--- src/rtl/writeback_stage_pkg.sv ---
//------------------------------------------------------------------------------
// Module : writeback_stage_pkg
// Brief  : Shared opcode width, one-hot opcode indices, load funct3 codes and
//          FSM state encoding for the writeback stage.
// Rev    : 1.0  initial release
//------------------------------------------------------------------------------
`default_nettype none

`ifndef OPCODE_WIDTH
`define OPCODE_WIDTH 11
`endif

package writeback_stage_pkg;

    localparam int c_opcode_width = `OPCODE_WIDTH;

    localparam int c_op_load   = 0;
    localparam int c_op_store  = 1;
    localparam int c_op_branch = 2;
    localparam int c_op_jal    = 3;
    localparam int c_op_jalr   = 4;
    localparam int c_op_lui    = 5;
    localparam int c_op_auipc  = 6;
    localparam int c_op_rtype  = 7;
    localparam int c_op_itype  = 8;
    localparam int c_op_fence  = 9;
    localparam int c_op_system = 10;

    localparam logic [2:0] c_f3_lb  = 3'b000;
    localparam logic [2:0] c_f3_lh  = 3'b001;
    localparam logic [2:0] c_f3_lw  = 3'b010;
    localparam logic [2:0] c_f3_lbu = 3'b100;
    localparam logic [2:0] c_f3_lhu = 3'b101;

    typedef enum logic [0:0] {
        ST_IDLE      = 1'b0,
        ST_WAIT_LOAD = 1'b1
    } wb_state_t;

    function automatic logic [c_opcode_width-1:0] opc_onehot(input int idx);
        logic [c_opcode_width-1:0] v;
        v      = '0;
        v[idx] = 1'b1;
        return v;
    endfunction

    // Opcodes whose instructions produce a register result.
    localparam logic [c_opcode_width-1:0] c_rd_write_mask =
        c_opcode_width'((1 << c_op_load)  | (1 << c_op_jal)   | (1 << c_op_jalr) |
                        (1 << c_op_lui)   | (1 << c_op_auipc) | (1 << c_op_rtype) |
                        (1 << c_op_itype));

endpackage

`default_nettype wire

--- src/rtl/writeback_stage_load_align.sv ---
//------------------------------------------------------------------------------
// Module : wb_load_align
// Brief  : Combinational load data alignment and sign/zero extension.
// Rev    : 1.0  initial release
//------------------------------------------------------------------------------
`default_nettype none

module wb_load_align
    import writeback_stage_pkg::*;
#(
    parameter int DWIDTH      = 32,
    parameter int FUNCT_WIDTH = 3
) (
    input  logic [FUNCT_WIDTH-1:0] funct3,
    input  logic [1:0]             offset,
    input  logic [DWIDTH-1:0]      raw,
    output logic [DWIDTH-1:0]      data
);

    logic [7:0]  w_byte;
    logic [15:0] w_half;

    always_comb begin
        w_byte = raw[{offset, 3'b000} +: 8];
        w_half = raw[{offset[1], 4'b0000} +: 16];
        data   = '0;
        case (funct3)
            c_f3_lb:  data = {{(DWIDTH-8){w_byte[7]}}, w_byte};
            c_f3_lbu: data = {{(DWIDTH-8){1'b0}}, w_byte};
            c_f3_lh:  data = {{(DWIDTH-16){w_half[15]}}, w_half};
            c_f3_lhu: data = {{(DWIDTH-16){1'b0}}, w_half};
            c_f3_lw:  data = raw;
            default:  data = '0;
        endcase
    end

endmodule

`default_nettype wire

--- src/rtl/writeback_stage.sv ---
//------------------------------------------------------------------------------
// Module : writeback_stage
// Brief  : RV32 writeback stage: load wait, result select, register write
//          pulse. Optional retired-instruction counter under WB_INSTRET_EN.
// Rev    : 1.0  initial release
//------------------------------------------------------------------------------
`default_nettype none

`ifndef OPCODE_WIDTH
`define OPCODE_WIDTH 11
`endif

module writeback_stage
    import writeback_stage_pkg::*;
#(
    parameter int DWIDTH      = 32,
    parameter int AWIDTH      = 5,
    parameter int PC_WIDTH    = 32,
    parameter int FUNCT_WIDTH = 3
) (
    input  logic                     wb_clk,
    input  logic                     wb_rst,
    input  logic                     wb_i_ce,
    input  logic                     wb_i_stall,
    input  logic                     wb_i_flush,
    input  logic [`OPCODE_WIDTH-1:0] wb_i_opcode,
    input  logic [FUNCT_WIDTH-1:0]   wb_i_funct3,
    input  logic [AWIDTH-1:0]        wb_i_addr_rd,
    input  logic [DWIDTH-1:0]        wb_i_alu_result,
    input  logic [PC_WIDTH-1:0]      wb_i_pc,
    input  logic [DWIDTH-1:0]        wb_i_load_data,
    input  logic                     wb_i_load_ack,
    output logic                     wb_o_we,
    output logic [AWIDTH-1:0]        wb_o_addr_rd,
    output logic [DWIDTH-1:0]        wb_o_data_rd,
    output logic                     wb_o_stall,
    output logic                     wb_o_flush
`ifdef WB_INSTRET_EN
    ,
    output logic [63:0]              wb_o_instret
`endif
);

    wb_state_t              r_state;
    logic [FUNCT_WIDTH-1:0] r_funct3;
    logic [AWIDTH-1:0]      r_rd;
    logic [1:0]             r_offset;
    logic                   r_we;
    logic [AWIDTH-1:0]      r_addr_rd;
    logic [DWIDTH-1:0]      r_data_rd;
    logic                   r_flush;

    logic                   w_waiting;
    logic                   w_accept;
    logic                   w_is_load;
    logic                   w_writes_rd;
    logic                   w_complete;
    logic                   w_wr_en;
    logic [AWIDTH-1:0]      w_wr_addr;
    logic [DWIDTH-1:0]      w_wr_data;
    logic [FUNCT_WIDTH-1:0] w_align_f3;
    logic [1:0]             w_align_off;
    logic [DWIDTH-1:0]      w_load_val;
    logic [PC_WIDTH-1:0]    w_pc_plus4;
    logic [DWIDTH-1:0]      w_result;

    assign w_waiting   = (r_state == ST_WAIT_LOAD);
    assign w_accept    = ~w_waiting & wb_i_ce & ~wb_i_stall & ~wb_i_flush;
    assign w_is_load   = wb_i_opcode[c_op_load];
    assign w_writes_rd = |(wb_i_opcode & c_rd_write_mask);

    // While waiting, alignment uses the latched load attributes.
    assign w_align_f3  = w_waiting ? r_funct3 : wb_i_funct3;
    assign w_align_off = w_waiting ? r_offset : wb_i_alu_result[1:0];

    wb_load_align #(
        .DWIDTH      (DWIDTH),
        .FUNCT_WIDTH (FUNCT_WIDTH)
    ) u_load_align (
        .funct3 (w_align_f3),
        .offset (w_align_off),
        .raw    (wb_i_load_data),
        .data   (w_load_val)
    );

    assign w_pc_plus4 = wb_i_pc + PC_WIDTH'(4);

    always_comb begin
        w_result = wb_i_alu_result;
        if (w_is_load)
            w_result = w_load_val;
        else if (wb_i_opcode[c_op_jal] | wb_i_opcode[c_op_jalr])
            w_result = DWIDTH'(w_pc_plus4);
    end

    // Flush takes priority over a simultaneous load return.
    assign w_complete = w_waiting ? (wb_i_load_ack & ~wb_i_flush)
                                  : (w_accept & (~w_is_load | wb_i_load_ack));

    assign w_wr_en   = w_waiting ? (r_rd != '0) : (w_writes_rd & (wb_i_addr_rd != '0));
    assign w_wr_addr = w_waiting ? r_rd : wb_i_addr_rd;
    assign w_wr_data = w_waiting ? w_load_val : w_result;

    always_ff @(posedge wb_clk or negedge wb_rst) begin
        if (!wb_rst) begin
            r_state   <= ST_IDLE;
            r_funct3  <= '0;
            r_rd      <= '0;
            r_offset  <= '0;
            r_we      <= 1'b0;
            r_addr_rd <= '0;
            r_data_rd <= '0;
            r_flush   <= 1'b0;
        end else begin
            r_flush <= wb_i_flush;
            r_we    <= w_complete & w_wr_en;
            if (w_complete && w_wr_en) begin
                r_addr_rd <= w_wr_addr;
                r_data_rd <= w_wr_data;
            end
            case (r_state)
                ST_IDLE: begin
                    if (w_accept && w_is_load && !wb_i_load_ack) begin
                        r_state  <= ST_WAIT_LOAD;
                        r_funct3 <= wb_i_funct3;
                        r_rd     <= wb_i_addr_rd;
                        r_offset <= wb_i_alu_result[1:0];
                    end
                end
                ST_WAIT_LOAD: begin
                    if (wb_i_flush || wb_i_load_ack)
                        r_state <= ST_IDLE;
                end
                default: r_state <= ST_IDLE;
            endcase
        end
    end

    assign wb_o_we      = r_we;
    assign wb_o_addr_rd = r_addr_rd;
    assign wb_o_data_rd = r_data_rd;
    assign wb_o_stall   = w_waiting;
    assign wb_o_flush   = r_flush;

`ifdef WB_INSTRET_EN
    logic [63:0] r_instret;

    always_ff @(posedge wb_clk or negedge wb_rst) begin
        if (!wb_rst)
            r_instret <= '0;
        else if (w_complete)
            r_instret <= r_instret + 64'd1;
    end

    assign wb_o_instret = r_instret;
`endif

endmodule

`default_nettype wire

--- config.mk ---
export PLATFORM = sky130hd
export DESIGN_NAME = writeback_stage
export DESIGN_NICKNAME = d
export VERILOG_FILES = /design/src/rtl/writeback_stage_pkg.sv /design/src/rtl/writeback_stage_load_align.sv /design/src/rtl/writeback_stage.sv
export SDC_FILE = /design/constraint.sdc
export NUM_CORES = 1
export LEC_CHECK = 0
export ABC_AREA = 0
export BUFFER_PORTS_ARGS = -buffer_cell sky130_fd_sc_hd__buf_2
export CAP_MARGIN = 20
export CORE_MARGIN = 5
export CORE_UTILIZATION = 44
export DETAILED_ROUTE_END_ITERATION = 16
export PLACE_DENSITY = 0.88
export SYNTH_ARGS = -nofsm -noshare
export SYNTH_HDL_FRONTEND = slang
export SYNTH_SLANG_ARGS = --single-unit
--- constraint.sdc ---
create_clock -name wb_clk -period 2 [get_ports wb_clk]
set_input_delay 0.4 -clock wb_clk [delete_from_list [all_inputs] [get_ports wb_clk]]
set_output_delay 0.4 -clock wb_clk [all_outputs]
set_load 0.02 [all_outputs]
==> reports/results.txt, run 1 <==
buffer type at the clock tree root: sky130_fd_sc_hd__clkbuf_8
Std-Cell Rows: 34
#FFs+latches synth: 50
fraction of power spent switching nets: 37.5%
async set-or-reset flop fraction in the synthesized netlist: 100%
placement-stage worst setup slack: -0.386 ns
total number of vias: 4727
static power due to leakage: 2.64 nW
distinct cell type count of the synthesized netlist: 63
Syn Area/Cell: 8.67 µm²
DR DRC count: 0
CP required: 2.25 ns
area of the die: 10700 µm²
number of routed nets with antenna violations: 0
highest fanout seen on the critical path: 6
Final Slew Violations: 0
clock tree from TritonCTS: built
Synthesized Nets: 565
clock period minus final worst setup slack: 2.25 ns
data arrival time of the critical path: 2.50 ns
PortBufs: 156
hold buffer count at CTS: 0
cells on worst reg2reg path: 5
category of the worst setup path launch point: flip-flop
worst clock skew on the final layout: 0.0129 ns
most common cell in the synthesized netlist: sky130_fd_sc_hd__dfrtp_1
die height: 103 µm
routability cong.: 0.933
switching pwr: 0.00136 W
sequential area share after synthesis: 32.6%
overall power: 0.00364 W
Placeable Area: 8640 µm²
Routed wire per std cell: 19.2 µm
largest net degree at the start of global routing: 51
part of the power in registers: 39.2%
failing checks: setup timing
vias in the first global route: 4682
most used standard cells in the synthesized netlist: 50 x sky130_fd_sc_hd__dfrtp_1, 44 x sky130_fd_sc_hd__nand2_1, 28 x sky130_fd_sc_hd__nor2_1
Slew Limit Headroom: 55.6%
cells after synthesis: 443
PwrDens: 644 nW/µm²
status: finished with violations
DR iter-0 viols: 397
nature of the critical path endpoint: flip-flop
end of the critical path: wb_o_data_rd[9]
leading area contributor after synthesis: sky130_fd_sc_hd__dfrtp_1
initial antenna violation count: 0
worst setup path category: flip-flop to flip-flop
accumulated negative setup slack: -6.48 ns
pin slew with the least headroom to its limit: 0.661 ns
initial standard-cell utilization of the core: 44.5%
Final Routed Wirelength: 15.1 mm
class of the most critical hold timing path: primary input to async pin
count of non-filler cells in the finished layout: 784
netlist area before placement: 3840 µm²
area share of the leading cell type in the synthesized netlist: 32.6%
share of the clock period used by the worst path: 113%
instance count after placement with tap cells included: 770
internal portion of total power: 0.00228 W
vias per std cell: 6.03
worst setup slack for register-to-register paths: -0.25 ns
number of buffers between clock root and the deepest sink: 2
portion of total power attributed to combinational logic: 40.2%
die width: 103 µm
grt ovf: 0
Antenna diodes: 0
Final Util: 65.5%
fmax: 444 MHz
number of enable-type register cells in the synthesized netlist: 0
H-tree level count: 2
worst path setup slack after routing: -0.253 ns
area growth from synthesis to layout: 47.1%
CTS Buf Count: 5
worst supply voltage drop on vdd: 0.385 mV
layout cells sized above 1: 45.9%
R2R Path Start: wb_o_stall
number of warning messages in the yosys log: 0
start point of the critical path: wb_o_stall
total iterations of the first detailed-routing run: 5
share of power burned in the clock network: 20.6%
top area cells in the synthesized netlist: sky130_fd_sc_hd__dfrtp_1 33%, sky130_fd_sc_hd__mux2i_1 5.2%, sky130_fd_sc_hd__nand2_1 4.3%
# IOs: 161
NumNets Final: 797
Setup violations, final: 32
unrepaired setup endpoints after global routing: yes
Reg clk slew, reported paths: 0.10 ns
final hold violation count: 0
GR Util All Layers: 27.7%
clock network latency to the later pin of the worst-skew pair: 0.32 ns
total half-perimeter wirelength after legalization and detailed placement: 12.4 mm
wire length of the first global-routing pass: 23.1 mm
Max-Cap Viols: 0
endpoint of the most critical register-to-register path: wb_o_data_rd[9]
top flip-flop cell by instance count after synthesis: sky130_fd_sc_hd__dfrtp_1
Clock Sink Count: 50
## routing by layer
metal	vias to the layer above	track usage, %	part of all wire, %
met5	-	0	0
met4	0	8.47	2.6
met3	36	4.69	9.5
met2	259	46.4	48
met1	2232	36.7	40
li1	2200	-	-
## critical path, stage by stage, from the launching register on
cell and delay, ns:
sky130_fd_sc_hd__dfrtp_2 0.49, sky130_fd_sc_hd__mux2i_2 0.28, sky130_fd_sc_hd__mux4_2 0.60, sky130_fd_sc_hd__or3b_4 0.43
sky130_fd_sc_hd__a31o_1 0.22, sky130_fd_sc_hd__a31oi_1 0.16
## how the worst min path moves through the flow
stage | startpoint | cells past startpoint | end
6_report | wb_rst | 1 | r_funct3[0]
5_1_grt | wb_rst | 1 | r_funct3[0]
4_1_cts | wb_rst | 1 | r_funct3[0]
3_5_place_dp | wb_rst | 1 | r_funct3[0]
3_3_place_gp | wb_rst | 1 | r_funct3[0]
2_1_floorplan | wb_rst | 0 | r_funct3[0]
## area by class of cell
cell class / count / area (µm²)
fill: 727 / 2980
multi-input combinational: 352 / 2530
timing repair buffer: 255 / 1570
sequential: 50 / 1250
tap: 108 / 135
clock buffer: 5 / 68.8
clock inverter: 3 / 48.8
inverter: 11 / 43.8
## repair_timing
action                                  CTS  global route
endpoints found under the setup margin   37            37
pin swaps                                 3             1
gates resized for setup                  13            11
cloned                                    0             1
setup buffers                             4             2
## layout by cell type, fill, tap and decap left out, types with 4 or more instances in the layout
master                      Yosys  layout
sky130_fd_sc_hd__a211o_1        6       5
sky130_fd_sc_hd__a21oi_1        5       4
sky130_fd_sc_hd__a221o_1       10      10
sky130_fd_sc_hd__a22oi_1        4       4
sky130_fd_sc_hd__a31o_1         4       4
sky130_fd_sc_hd__a31o_2         7       6
sky130_fd_sc_hd__and2_1        13      12
sky130_fd_sc_hd__buf_2         10     156
sky130_fd_sc_hd__buf_4          0      93
sky130_fd_sc_hd__clkbuf_8       0       5
sky130_fd_sc_hd__dfrtp_1       50      49
sky130_fd_sc_hd__inv_1         10       9
sky130_fd_sc_hd__mux2_2        10      10
sky130_fd_sc_hd__mux2i_1       20      18
sky130_fd_sc_hd__nand2_1       44      44
sky130_fd_sc_hd__nand3_1       14      14
sky130_fd_sc_hd__nand4_1        4       4
sky130_fd_sc_hd__nor2_1        28      25
sky130_fd_sc_hd__nor3_1        21      21
sky130_fd_sc_hd__o211ai_1      19      19
sky130_fd_sc_hd__o21a_1         4       4
sky130_fd_sc_hd__o21ai_0       25      23
sky130_fd_sc_hd__o2bb2ai_1      7       7
sky130_fd_sc_hd__o311ai_1       0      13
sky130_fd_sc_hd__o31ai_1        5       5
sky130_fd_sc_hd__or2_2          5       4
sky130_fd_sc_hd__or3_1          5       5
sky130_fd_sc_hd__or4_1          8       8
sky130_fd_sc_hd__xnor2_1        7       7
sky130_fd_sc_hd__xor2_1         5       5
## power groups by stage
stage                     sequential (W)  combinational (W)  clock (W)
final                            0.00143            0.00146   0.000750
after floorplan                  0.00165           0.000516          0
after global placement           0.00143            0.00139          0
after global routing             0.00146            0.00158   0.000801
after detailed placement         0.00144            0.00142          0
after CTS                        0.00143            0.00144   0.000763
## stage by stage
stage          instance area, µm²  hold WS, ns
2_1_floorplan                3940        0.104
5_1_grt                      5650        0.120
6_report                     5650       0.0718
3_5_place_dp                 5410        0.425
3_3_place_gp                 5410        0.417
4_1_cts                      5600       0.0816
## logic make-up after synthesis
family	Yosys count	synth area share, %
simple gates	165	22.3
compound gates	142	28.4
flops	50	32.6
buf+inv	41	4.53
mux	32	9.08
xor+xnor	12	2.74
fa+ha+maj	1	0.326
## sequential cells by signal, summed over array words and instances, names as in the netlist
register and flops:
wb_o_data_rd 32, r_rd 5, wb_o_addr_rd 5, r_funct3 3, r_offset 2, wb_o_flush 1, wb_o_stall 1, wb_o_we 1
No activity file was read; power rests on OpenSTA's default activity.
==> run 2: changes to the inputs <==
==> constraint.sdc (replaced) <==
create_clock -name wb_clk -period 2 [get_ports wb_clk]
set_input_delay 0.2 -clock wb_clk [delete_from_list [all_inputs] [get_ports wb_clk]]
set_output_delay 0.2 -clock wb_clk [all_outputs]
set_load 0.02 [all_outputs]
==> reports/results.txt, run 2 (same netlist as run 1, synthesis figures left out) <==
Antenna diodes: 0
clock period minus final worst setup slack: 2.20 ns
failing checks: setup timing
PortBufs: 156
placement-stage worst setup slack: -0.188 ns
Clock Sink Count: 50
class of the most critical hold timing path: primary input to flip-flop
clock tree from TritonCTS: built
total half-perimeter wirelength after legalization and detailed placement: 12.1 mm
Hold Worst Slack: 0.0293 ns
data arrival time of the critical path: 2.45 ns
share of power burned in the clock network: 17.9%
layout cells sized above 1: 45.1%
PwrDens: 636 nW/µm²
switching pwr: 0.00140 W
accumulated negative setup slack: -3.39 ns
die width: 103 µm
Std-Cell Rows: 34
part of the power in registers: 40.5%
share of the clock period used by the worst path: 110%
routability cong.: 0.928
internal portion of total power: 0.00215 W
GR Util All Layers: 28.6%
FILL cells: 745
vias per std cell: 6.09
area growth from synthesis to layout: 45.1%
endpoint of the most critical register-to-register path: wb_o_data_rd[9]
number of routed nets with antenna violations: 0
worst setup slack for register-to-register paths: -0.20 ns
portion of total power attributed to combinational logic: 41.6%
start point of the critical path: wb_o_stall
Max stage delay cell, worst path: sky130_fd_sc_hd__mux4_2
die height: 103 µm
critical path's largest stage delay: 0.59 ns
Max-Cap Viols: 0
cells on worst reg2reg path: 5
instance area at placement: 5240 µm²
initial standard-cell utilization of the core: 44.5%
end of the critical path: wb_o_data_rd[9]
fmax: 454 MHz
number of buffers between clock root and the deepest sink: 2
most frequent standard cell in the layout excluding fill and tap cells: sky130_fd_sc_hd__buf_2
NumNets Final: 779
buffer type at the clock tree root: sky130_fd_sc_hd__clkbuf_8
clock network latency to the later pin of the worst-skew pair: 0.32 ns
DR iter-0 viols: 291
H-tree level count: 2
R2R Path Start: wb_o_stall
total iterations of the first detailed-routing run: 5
vias in the first global route: 4625
most used cells in the layout excluding fill and tap cells: 156 x sky130_fd_sc_hd__buf_2, 72 x sky130_fd_sc_hd__buf_4, 49 x sky130_fd_sc_hd__dfrtp_1, 44 x sky130_fd_sc_hd__nand2_1
flip-flop count of the largest register, all copies and words added: 32
unrepaired setup endpoints after global routing: yes
pin slew with the least headroom to its limit: 0.723 ns
Routed wire per std cell: 19.7 µm
Setup violations, final: 31
final hold violation count: 0
Reg clk slew, reported paths: 0.11 ns
cell area after layout: 5580 µm²
largest net degree at the start of global routing: 51
area occupied by registers: 1250 µm²
nature of the critical path endpoint: flip-flop
worst supply voltage drop on vdd: 0.324 mV
status: finished with violations
category of the worst setup path launch point: flip-flop
area of the die: 10700 µm²
Slew Limit Headroom: 51.8%
Final Routed Wirelength: 15.1 mm
grt ovf: 0
worst path setup slack after routing: -0.201 ns
wire length of the first global-routing pass: 23.7 mm
fraction of power spent switching nets: 39.3%
total number of vias: 4666
Final Slew Violations: 0
DR DRC count: 0
overall power: 0.00355 W
area of the multi-input gates: 2570 µm²
worst path cell trace: mux2i_2 -> mux4_2 -> or3b_4 -> a31o_1 -> a31oi_1
static power due to leakage: 2.58 nW
highest fanout seen on the critical path: 7
CP required: 2.25 ns
Placeable Area: 8640 µm²
worst clock skew on the final layout: 0.0139 ns
worst setup path category: flip-flop to flip-flop
CTS Buf Count: 5
initial antenna violation count: 0
# IOs: 161
[run 2: power by group through the flow]
stage	combinational, W	sequential (W)	clock [W]
after global routing	0.00159	0.00146	0.000683
after CTS	0.00147	0.00143	0.000645
after global placement	0.00137	0.00143	0
final	0.00148	0.00144	0.000636
after detailed placement	0.00140	0.00144	0
after floorplan	0.000516	0.00165	0
[run 2: worst min path at each step]
stage                    start              end  slack [ns]  depth (start not counted)
floorplan               wb_rst      r_funct3[0]        -0.1                          0
global placement        wb_rst  wb_o_data_rd[1]        0.28                          1
detailed placement      wb_rst  wb_o_data_rd[0]        0.29                          1
CTS                 wb_i_flush       wb_o_flush        0.03                          1
global route        wb_i_flush       wb_o_flush        0.03                          1
finish              wb_i_flush       wb_o_flush        0.03                          1
[run 2: cell type report]
cell class                      count  share of cell area [%]
Tap cell                          108                    2.42
Clock buffer                        5                    1.23
Clock inverter                      3                   0.516
Inverter                           11                   0.875
Multi-Input combinational cell    352                    46.2
Timing Repair Buffer              237                    26.3
Sequential cell                    50                    22.5
[run 2: timing repair]
action / CTS / global route
hold endpoints to repair: 29 / 0
pin swaps: 2 / 1
hold buffers: 1 / 0
setup endpoints to repair: 37 / 32
setup buffers: 8 / 0
resized for setup: 28 / 2
gates cloned: 1 / 0
[run 2: worst max-delay path, delay by kind of cell, from the launching register on]
| kind | cells | cell delay, ns |
|---|---|---|
| DFF | 1 | 0.51 |
| and+or+nand+nor | 1 | 0.43 |
| muxes | 2 | 0.84 |
| AOI/OAI and AO/OA | 2 | 0.35 |
[run 2: metal layers]
layer	share of wire, %	up-vias	global-route usage, %
met3	9.1	36	3.49
li1	-	2156	-
met2	47	277	47.7
met4	2.5	0	7.97
met1	41	2197	38.9
met5	0	-	0
[run 2: per-stage QoR]
stage,util (%),instances
after global routing,64.6,766
final,64.6,766
after floorplan,-,443
after CTS,64.4,766
after detailed placement,60.7,748
after global placement,60.7,748
